[src/rtl/led_seq_pkg.sv]
// Shared register map, bit indices and FSM state type for led_sequencer.
// Optional irq support is selected with LED_SEQ_IRQ_EN.
package led_seq_pkg;

  localparam logic [4:0] REG_CTRL    = 5'd0;
  localparam logic [4:0] REG_STATUS  = 5'd1;
  localparam logic [4:0] REG_PERIOD  = 5'd2;
  localparam logic [4:0] REG_LENGTH  = 5'd3;
  localparam logic [4:0] REG_PATTERN = 5'd16;

  localparam int CTRL_EN      = 0;
  localparam int CTRL_ONESHOT = 1;
  localparam int CTRL_IRQ_EN  = 2;

  localparam int STAT_BUSY = 0;
  localparam int STAT_DONE = 1;

  typedef enum logic [1:0] {
    IDLE,
    WRITE,
    WAIT,
    NEXT
  } led_seq_state_t;

endpackage

[src/rtl/led_seq_timer.sv]
// Loadable 32-bit down-counter; expire is high while the count is 1.
// A load of 0 is treated as 1 so every step lasts at least one cycle.
module led_seq_timer (
  input  logic        clk,
  input  logic        reset,
  input  logic        load,
  input  logic        dec,
  input  logic [31:0] value,
  output logic        expire
);

  logic [31:0] cnt;

  always_ff @(posedge clk or posedge reset) begin
    if (reset) begin
      cnt <= '0;
    end else if (load) begin
      cnt <= (value == 32'd0) ? 32'd1 : value;
    end else if (dec && cnt != 32'd0) begin
      cnt <= cnt - 32'd1;
    end
  end

  assign expire = (cnt == 32'd1);

endmodule

[src/rtl/led_sequencer.sv]
// Avalon-MM LED pattern player: config slave avs_s0, LED master avm_m0.
// Define LED_SEQ_IRQ_EN to add the irq output and CTRL[2] IRQ_EN.
module led_sequencer
  import led_seq_pkg::*;
#(
  parameter int NUM_STEPS    = 8,
  parameter int LED_W        = 8,
  parameter int M_ADDR_W     = 1,
  parameter int LED_REG_ADDR = 0
) (
  input  logic                clk,
  input  logic                reset,
  input  logic [4:0]          avs_s0_address,
  input  logic                avs_s0_read,
  input  logic                avs_s0_write,
  output logic [31:0]         avs_s0_readdata,
  input  logic [31:0]         avs_s0_writedata,
  output logic [M_ADDR_W-1:0] avm_m0_address,
  output logic                avm_m0_write,
  output logic [31:0]         avm_m0_writedata,
  input  logic                avm_m0_waitrequest
`ifdef LED_SEQ_IRQ_EN
  ,
  output logic                irq
`endif
);

  localparam int STEP_W = $clog2(NUM_STEPS);

  led_seq_state_t   state, state_n;
  logic [STEP_W-1:0] step, step_n;
  logic [LED_W-1:0]  pattern [NUM_STEPS];
  logic [LED_W-1:0]  wdata;
  logic [31:0]       period, length, len_eff;
  logic              en, oneshot, irq_en, done;
  logic              done_set, en_clr, fetch;
  logic              tmr_load, tmr_dec, expire, last;
  logic              pat_hit, sts_w1c;
  logic [STEP_W-1:0] pidx;

  assign pat_hit = avs_s0_address[4] &&
                   ({28'b0, avs_s0_address[3:0]} < 32'(NUM_STEPS));
  assign pidx    = avs_s0_address[STEP_W-1:0];
  assign sts_w1c = avs_s0_write && avs_s0_address == REG_STATUS &&
                   avs_s0_writedata[STAT_DONE];

  always_comb begin
    if (length == 32'd0) len_eff = 32'd1;
    else if (length > 32'(NUM_STEPS)) len_eff = 32'(NUM_STEPS);
    else len_eff = length;
  end

  assign last = (32'(step) == len_eff - 32'd1);

  led_seq_timer u_timer (
    .clk    (clk),
    .reset  (reset),
    .load   (tmr_load),
    .dec    (tmr_dec),
    .value  (period),
    .expire (expire)
  );

  always_comb begin
    state_n  = state;
    step_n   = step;
    done_set = 1'b0;
    en_clr   = 1'b0;
    fetch    = 1'b0;
    tmr_load = 1'b0;
    tmr_dec  = 1'b0;
    case (state)
      IDLE: begin
        if (en) begin
          state_n = WRITE;
          step_n  = '0;
          fetch   = 1'b1;
        end
      end
      WRITE: begin
        // the in-flight write always completes, even if EN was cleared
        if (!avm_m0_waitrequest) begin
          if (en) begin
            state_n  = WAIT;
            tmr_load = 1'b1;
          end else begin
            state_n = IDLE;
          end
        end
      end
      WAIT: begin
        if (!en) begin
          state_n = IDLE;
        end else begin
          tmr_dec = 1'b1;
          if (expire) state_n = NEXT;
        end
      end
      NEXT: begin
        if (last) begin
          done_set = 1'b1;
          if (oneshot) begin
            en_clr  = 1'b1;
            state_n = IDLE;
          end else begin
            step_n  = '0;
            state_n = WRITE;
            fetch   = 1'b1;
          end
        end else begin
          step_n  = step + 1'b1;
          state_n = WRITE;
          fetch   = 1'b1;
        end
      end
      default: state_n = IDLE;
    endcase
  end

  always_ff @(posedge clk or posedge reset) begin
    if (reset) begin
      state <= IDLE;
      step  <= '0;
      wdata <= '0;
    end else begin
      state <= state_n;
      step  <= step_n;
      if (fetch) wdata <= pattern[step_n];
    end
  end

  always_ff @(posedge clk or posedge reset) begin
    if (reset) begin
      en      <= 1'b0;
      oneshot <= 1'b0;
      done    <= 1'b0;
      period  <= '0;
      length  <= '0;
      for (int i = 0; i < NUM_STEPS; i++) pattern[i] <= '0;
    end else begin
      if (avs_s0_write) begin
        unique case (1'b1)
          avs_s0_address == REG_CTRL: begin
            en      <= avs_s0_writedata[CTRL_EN];
            oneshot <= avs_s0_writedata[CTRL_ONESHOT];
          end
          avs_s0_address == REG_PERIOD: period <= avs_s0_writedata;
          avs_s0_address == REG_LENGTH: length <= avs_s0_writedata;
          pat_hit: pattern[pidx] <= avs_s0_writedata[LED_W-1:0];
          default: ;
        endcase
      end
      if (en_clr) en <= 1'b0;
      if (done_set) done <= 1'b1;
      else if (sts_w1c) done <= 1'b0;
    end
  end

`ifdef LED_SEQ_IRQ_EN
  always_ff @(posedge clk or posedge reset) begin
    if (reset) begin
      irq_en <= 1'b0;
      irq    <= 1'b0;
    end else begin
      if (avs_s0_write && avs_s0_address == REG_CTRL)
        irq_en <= avs_s0_writedata[CTRL_IRQ_EN];
      irq <= done & irq_en;
    end
  end
`else
  assign irq_en = 1'b0;
`endif

  always_comb begin
    avs_s0_readdata = '0;
    if (avs_s0_read) begin
      unique case (1'b1)
        avs_s0_address == REG_CTRL:
          avs_s0_readdata = {29'b0, irq_en, oneshot, en};
        avs_s0_address == REG_STATUS:
          avs_s0_readdata = {24'b0, 4'(step), 2'b0, done,
                             state != IDLE};
        avs_s0_address == REG_PERIOD: avs_s0_readdata = period;
        avs_s0_address == REG_LENGTH: avs_s0_readdata = length;
        pat_hit: avs_s0_readdata = 32'(pattern[pidx]);
        default: avs_s0_readdata = '0;
      endcase
    end
  end

  assign avm_m0_address   = M_ADDR_W'(LED_REG_ADDR);
  assign avm_m0_write     = (state == WRITE);
  assign avm_m0_writedata = 32'(wdata);

endmodule

[config.mk]
export PLATFORM = sky130hd
export DESIGN_NAME = led_sequencer
export DESIGN_NICKNAME = d
export VERILOG_FILES = /design/src/rtl/led_seq_pkg.sv /design/src/rtl/led_seq_timer.sv /design/src/rtl/led_sequencer.sv
export SDC_FILE = /design/constraint.sdc
export NUM_CORES = 1
export LEC_CHECK = 0
export BUFFER_PORTS_ARGS = -buffer_cell sky130_fd_sc_hd__buf_2
export CAP_MARGIN = 15
export CORE_ASPECT_RATIO = 1.5
export CORE_MARGIN = 5
export CORE_UTILIZATION = 25
export CTS_CLUSTER_DIAMETER = 200
export DETAILED_ROUTE_END_ITERATION = 6
export PLACE_DENSITY = 0.53
export SLEW_MARGIN = 20
export SYNTH_ARGS = -nofsm -noshare
export SYNTH_HDL_FRONTEND = slang
export SYNTH_HIERARCHICAL = 1
export SYNTH_SLANG_ARGS = --single-unit
[constraint.sdc]
create_clock -name clk -period 4.9 [get_ports clk]
set_input_delay 0.735 -clock clk [delete_from_list [all_inputs] [get_ports clk]]
set_output_delay 0.735 -clock clk [all_outputs]
set_load 0.05 [all_outputs]
=== Word-level counts from Yosys, hierarchy flattened ===
Cells that the tools add are included.

* Magnitude comparators: 5
* $add $sub $neg: 3
* Multiply operators: 0
* Divide/modulo/power cells: 0
* Eq/ne operators: 11
* Shift operators: 0
* Bitwise logic cells: 2
* Reduce and logical (&&, ||, !) cells: 21
* Multiplexer cells: 45

{| class="wikitable"
|+ Operators by type and width
! cell !! count
|-
| 32-bit 2-to-1 mux || 6
|-
| 32-bit case mux with 5 select lines || 1
|-
| 64-bit bitwise mux || 1
|-
| 32-bit logical NOT || 2
|-
| 32-bit by 1-bit subtractor with 32-bit output, second input constant || 2
|-
| 8-bit binary-select mux with 3-bit select || 2
|-
| 8-bit 2-to-1 mux || 5
|-
| 3-bit by 32-bit == test with 1-bit output || 1
|-
| 32-bit by 1-bit == test with 1-bit output, second input constant || 1
|-
| 32-bit by 4-bit greater-than comparator with 1-bit output, second input constant || 1
|-
| 32-bit nonzero test || 1
|-
| 8-bit demux with 3-bit select || 1
|-
| 1-bit 2-to-1 mux || 17
|-
| 2-bit 2-to-1 mux || 6
|-
| 5-bit by 2-bit == test with 1-bit output, second input constant || 2
|-
| 2-bit AND reduction || 5
|-
| 2-bit nonzero test || 5
|-
| 3-bit 2-to-1 mux || 3
|-
| 4-bit >= comparator, second input constant || 2
|-
| 3-bit NOT with 4-bit output || 2
|-
| 2-bit case mux with 4 select lines || 1
|-
| 3-bit case mux with 2 select lines || 1
|-
| 5-bit by 1-bit == test with 1-bit output, second input constant || 1
|-
| 1-bit logical AND || 5
|-
| 11 further kinds || 13
|}

* Input port bits: 42
* Memory bits (read-only): 0
* Register bits after elaboration: 176
* Output and inout port bits: 66
* Bits in writable memories: 0
* Bits in latches: 0
* Memories: 0
* Logic and storage cells: 104

=== Logic depth before layout (Yosys ltp) ===
* Word-level depth: 11
* Depth in mapped cells: 16
* Depth with buffers taken out: 14

=== Cells and area by module ===
Netlist, hierarchy kept.

{| class="wikitable"
|+ Modules (own cells, without submodules)
! module !! instances !! area an instance (um2) !! seq. area each (um2) !! cells an instance
|-
| led_sequencer || 1 || 7686.1 || 3603.5 || 651
|-
| led_seq_timer || 1 || 2189.6 || 800.8 || 268
|}

=== Worst setup path before layout ===
No wires, ideal clock.

* Kind: input to output
* Start: input avs_s0_address[0]
* End: output avs_s0_readdata[0]
* Path slack: 1.008 ns
* Data arrival time: 3.157 ns
* Stages on the path: 11
* Data required time: 4.165 ns
* Path through: buf_1 > clkbuf_1 > clkbuf_1 > nand2_1 > o21ai_0 > a22oi_1 > nand2_1 > o21ai_0 > nand2_1 > nand2_1 > a31oi_1

* Cells in the longest elaborated chain, start to end: 6
* Elaborated cells between the ends (all ways): 12
* Those cells by class: order compare (1); eq/ne (3); mux (5); bitwise (1); reduce/logical (2)

{| class="wikitable"
|+ Ends and longest elaborated chain
! element !! line !! text
|-
| start: declaration || led_sequencer.sv:13 || <nowiki>input logic [4:0] avs_s0_address,</nowiki>
|-
| 3-bit NOT with 4-bit output (not written as such) || led_sequencer.sv:185 || <nowiki>pat_hit: avs_s0_readdata = 32'(pattern[pidx]);</nowiki>
|-
| 8-bit binary-select mux with 3-bit select || led_sequencer.sv:185 ||
|-
| 8-bit 2-to-1 mux (not written as such) (2 in series) || led_sequencer.sv:185 ||
|-
| 32-bit case mux with 5 select lines (*) || led_sequencer.sv:177 || <nowiki>unique case (1'b1)</nowiki>
|-
| 32-bit 2-to-1 mux (*) || led_sequencer.sv:176 || <nowiki>if (avs_s0_read) begin</nowiki>
|-
| end: declaration || led_sequencer.sv:16 || <nowiki>output logic [31:0] avs_s0_readdata,</nowiki>
|}

Every way passes the cells marked *; elsewhere a longest branch is shown, timed or not. The select of a mux whose other input is x is not followed.

=== Worst setup path after layout ===
* Start: register length[26]
* End: register wdata[1]

* Cells in the longest elaborated chain, start to end: 11
* Elaborated cells between the ends (all ways): 14
* Those cells by class: add/sub (1); order compare (1); eq/ne (1); mux (9); bitwise (1); reduce/logical (1)

{| class="wikitable"
|+ Ends and longest elaborated chain
! element !! line !! text
|-
| start: declaration || led_sequencer.sv:34 || <nowiki>logic [31:0] period, length, len_eff;</nowiki>
|-
| start signal: assignment || led_sequencer.sv:148 || <nowiki>avs_s0_address == REG_LENGTH: length <= avs_s0_writedata;</nowiki>
|-
| 32-bit by 4-bit greater-than comparator with 1-bit output || led_sequencer.sv:49 || <nowiki>else if (length > 32'(NUM_STEPS)) len_eff = 32'(NUM_STEPS);</nowiki>
|-
| 32-bit 2-to-1 mux || led_sequencer.sv:49 ||
|-
| 32-bit 2-to-1 mux (*) || led_sequencer.sv:48 || <nowiki>if (length == 32'd0) len_eff = 32'd1;</nowiki>
|-
| 32-bit by 1-bit subtractor with 32-bit output (*) || led_sequencer.sv:53 || <nowiki>assign last = (32'(step) == len_eff - 32'd1);</nowiki>
|-
| 3-bit by 32-bit == test with 1-bit output (*) || led_sequencer.sv:53 ||
|-
| 3-bit 2-to-1 mux || led_sequencer.sv:100 || <nowiki>if (last) begin</nowiki>
|-
| 3-bit case mux with 2 select lines || led_sequencer.sv:72 || <nowiki>case (state)</nowiki>
|-
| 3-bit NOT with 4-bit output (not written as such) || led_sequencer.sv:128 || <nowiki>if (fetch) wdata <= pattern[step_n];</nowiki>
|-
| 8-bit binary-select mux with 3-bit select || led_sequencer.sv:128 ||
|-
| 8-bit 2-to-1 mux (not written as such) (2 in series) || led_sequencer.sv:128 ||
|-
| end signal: assignment || led_sequencer.sv:128 ||
|-
| end: declaration || led_sequencer.sv:33 || <nowiki>logic [LED_W-1:0] wdata;</nowiki>
|}

Marks and branches as above.
A chain may end at the register's enable or synchronous reset.

==> summary.md <==
| Metric | Value |
|---|---|
| Via density | `roughly 5.2` |
| Pin count of the biggest net entering global routing | `89` |
| Post-synth top area share | `44.60%` |
| Endpoints failing hold | `0` |
| Vias in the first global route | `7,902` |
| Post-DP HPWL | `22,550 um` |
| Post-Synthesis Cell Area | `roughly 9900 um2` |
| Avg WL per Cell | `between 20 and 25 um` |
| First-pass GRT wire length | `47,430 um` |
| Async SR Flop Fraction | `100.0%` |
| Commonest cells after routing, fill and taps aside | `176 x dfrtp_1, 129 x mux2_2, 82 x buf_2` |
| Area leader, netlist | `dfrtp_1` |
| Worst EP arrival | `~4700 ps` |
| Number of synthesized register bits | `around 180` |
| Starting Density | `25.19%` |
| Post-synth EDFFs | `0` |
| Max VDD drop | `between 0.00015 and 0.0002 V` |
| # diodes | `0` |
| Width of the chip | `approximately 170 um` |
| Slew of the pin with the lowest slew margin | `1102 ps` |
| Delay-heaviest family, CP | `simple AND/OR/NAND/NOR gates` |
| Max-cap violations | `0` |
| Syn. warnings | `6` |
| Drt first pass iters | `6` |
| # hold bufs at CTS | `0` |
| Io pins | `108` |
| Synth Area per Inst | `approximately 11 um2` |
| Fin crit share | `around nine tenths` |
| Comb power frac | `28.6%` |
| Root buffer cell | `clkbuf_16` |
| Post-synthesis mux area share | `19.17%` |
| Sink Count | `~180` |
| XOR/XNOR share of the synthesized area | `0.4308%` |
| Switching share of power | `between 30 and 40%` |
| Clock power share | `28.9%` |
| Int Pwr | `roughly 0.0033 W` |
| Status | `complete, no violations` |
| Initial antenna violation count | `0` |
| P&R area growth vs syn | `14.54%` |
| Share of layout cells above drive strength 1 | `between 30% and 40%` |
| Crit path largest cell delay | `450 ps` |
| Seq pwr share | `42.5%` |
| Synth Area in Adders | `1.014%` |
| Layout Skew | `9.292 ps` |
| Clk_lat worst skew | `430 ps` |
| Sw power | `0.001838 W` |
| Core ar. | `a little under 40,000 um2` |
| Crit start category | `flip-flop` |
| Synth Area in Simple Gates | `about 14%` |
| Initial drt markers | `538` |
| Crit path time final | `4416 ps` |
| Static leakage | `4.886 nW` |
| Fin. max-slew vios | `0` |
| CP Buf/Inv Count | `3` |
| PD cells | `454.4 nW/um2` |
| Vias | `7,817` |
| DRC | `0` |
| Max Buffers Root-to-Sink | `2` |
| Placed Cells | `1,460` |
| Final GP Congestion | `around 0.84` |
| Endpoints failing setup | `0` |
| Total die area | `between 40,000 and 50,000 um2` |
| Largest family of logic cells by synthesized area | `multiplexers` |
| Setup TNS | `0 ps` |
| GRT Total Usage | `around 14%` |
| Critical Path Fanout Max | `25` |
| Commonest non-fill, non-tap cell in the layout | `dfrtp_1` |
| Clock H-tree levels | `4` |
| Seq/Total Area, Yosys | `44.60%` |
| RSZ-0062 raised after global routing | `false` |
| Rel. slew slack | `a little over a quarter` |
| Clk slew on worst S/H paths | `70 ps` |
| # rows | `89` |
| Synth area leaders | `dfrtp_1 45%, mux2_2 15%, nand2_1 2.8%` |
| Fin util | `28.86%` |
| FMAX | `226.5 MHz` |
| Grt ovf | `0` |
| Synth cell types | `76` |
| Req. time, crit path | `5200 ps` |
| Syn Inst Count | `~920` |
| Crit Path Category | `reg2reg` |
| Critical path endpoint category | `flip-flop` |
| Filler cells | `4,107` |
| Final Non-Filler Cells | `1,491` |
| Worst path cell trace | `nor4_2 > nand4_1 > nor3_1 > inv_1 > ha_1 > xnor2_1 > or4_4 > a31oi_4 > a21o_4 > and3_1 > buf_4 > inv_8 > a211oi_1 > a211o_1 > o211ai_2` |
| Worst min-delay path class | `in2async` |
| Total CTS buffers | `17` |
| Post-synthesis compound-gate area fraction | `14.46%` |
| Clock tree from TritonCTS | `done` |
| Die height | `253.4 um` |
| Final wirelength | `31,060 um` |
| Detail Route Antenna Nets | `0` |
| I/O Buffers | `82` |
| Nets | `approximately 1,000` |
| Most used DFF post-synth | `dfrtp_1` |
| Slowest CP cell | `nor4_2` |
[Yosys cell counts, drive strengths merged, types with 3 or more instances]
master and instances:
dfrtp 176, mux2 129, nand2 74, nor2 72, buf 45, a22oi 35, clkbuf 35, inv 28
nor4 28, o21ai 25, a31oi 20, nand3 20, a21oi 19, mux2i 17, nor3 15, mux4 12
nand4 12, or4 12, a211o 11, o211ai 11, a211oi 9, a22o 9, ha 8, or3 8
o31ai 7, a222oi 6, a311o 6, nor2b 6, a32oi 5, and2 5, and4 5, nand3b 5
and3 4, o41ai 4, or2 4, nand2b 3, xnor2 3
[sequential cells by signal, summed over array words and instances, names as in the netlist]
register	flops
en	1
u_timer/cnt	32
period	32
state	2
done	1
pattern	64
wdata	8
length	32
step	3
oneshot	1
[worst min-delay path: stages]
cell,delay [ps]
buf_2,140
inv_1,60
buf_4,390
[metal layers]
layer | vias up | share of wire [%] | GRT usage (%) | routed length, um
met3 | 49 | 4.7 | 2.046 | 1461
li1 | 3521 | - | - | -
met2 | 255 | 53 | 25.85 | 16420
met1 | 3992 | 40 | 16.83 | 12280
met4 | 0 | 2.9 | 4.427 | 900
met5 | - | 0 | 0 | 0
[per-stage QoR]
step / setup slack (ps) / instance area [um2] / total power [W] / hold slack, ps
4_1_cts: 198.9 / 11300 / 0.005169 / 485.5
3_3_place_gp: 299.8 / 10670 / 0.003640 / 492.6
6_report: 484.2 / 11310 / 0.005140 / 460.6
5_1_grt: 157.6 / 11310 / 0.005407 / 522.4
2_1_floorplan: 298.7 / 9966 / 0.003253 / 466.6
3_5_place_dp: 242.2 / 10670 / 0.003668 / 500.0
[path summary, 6_finish.rpt]
| kind | startpoint | endpoint | slack, ps | cells after the start |
|---|---|---|---|---|
| max in group asynchronous | reset | period[27]$_DFFE_PP0P_ | 3490 | 3 |
| min in group clk | done$_DFFE_PP0P_ | done$_DFFE_PP0P_ | 510 | 1 |
| setup / recovery | length[26]$_DFFE_PP0P_ | wdata[1]$_DFFE_PP0P_ | 480 | 15 |
| setup reg to reg | length[26]$_DFFE_PP0P_ | wdata[1]$_DFFE_PP0P_ | 480 | 15 |
| hold reg to reg | done$_DFFE_PP0P_ | done$_DFFE_PP0P_ | 510 | 1 |
| hold / removal | reset | u_timer/cnt[1]$_DFFE_PP0P_ | 460 | 3 |
[cells by family after synthesis]
family,count (synthesis)
adders and majority gates,8
AOI/OAI and AO/OA,185
and+or+nand+nor,278
xor gates and xnor gates,4
buffers and inverters,109
DFF,176
other,1
muxes,158
[what timing repair did]
action	in CTS	in global routing
endpoints found under the hold margin	0	0
endpoints found under the setup margin	0	5
buffers inserted	0	0
gates resized for setup	0	1
[cell type report]
class / instances / area [um2] / area share (%)
Clock buffer: 20 / 456.7 / 4.037
Clock inverter: 11 / 176.4 / 1.560
Inverter: 28 / 117.6 / 1.040
Multi-Input combinational cell: 658 / 5001 / 44.21
Sequential cell: 176 / 4404 / 38.93
Tap cell: 500 / 625.6 / 5.530
Timing Repair Buffer: 98 / 530.5 / 4.690
[power by group through the flow]
stage | registers [W] | logic, W | clock network [W]
6_report | 0.00218 | 0.00147 | 0.00149
5_1_grt | 0.00223 | 0.00161 | 0.00157
4_1_cts | 0.00218 | 0.00147 | 0.00152
3_5_place_dp | 0.00220 | 0.00147 | 0
3_3_place_gp | 0.00220 | 0.00144 | 0
2_1_floorplan | 0.00212 | 0.00113 | 0
No activity file was read; power rests on OpenSTA's default activity.
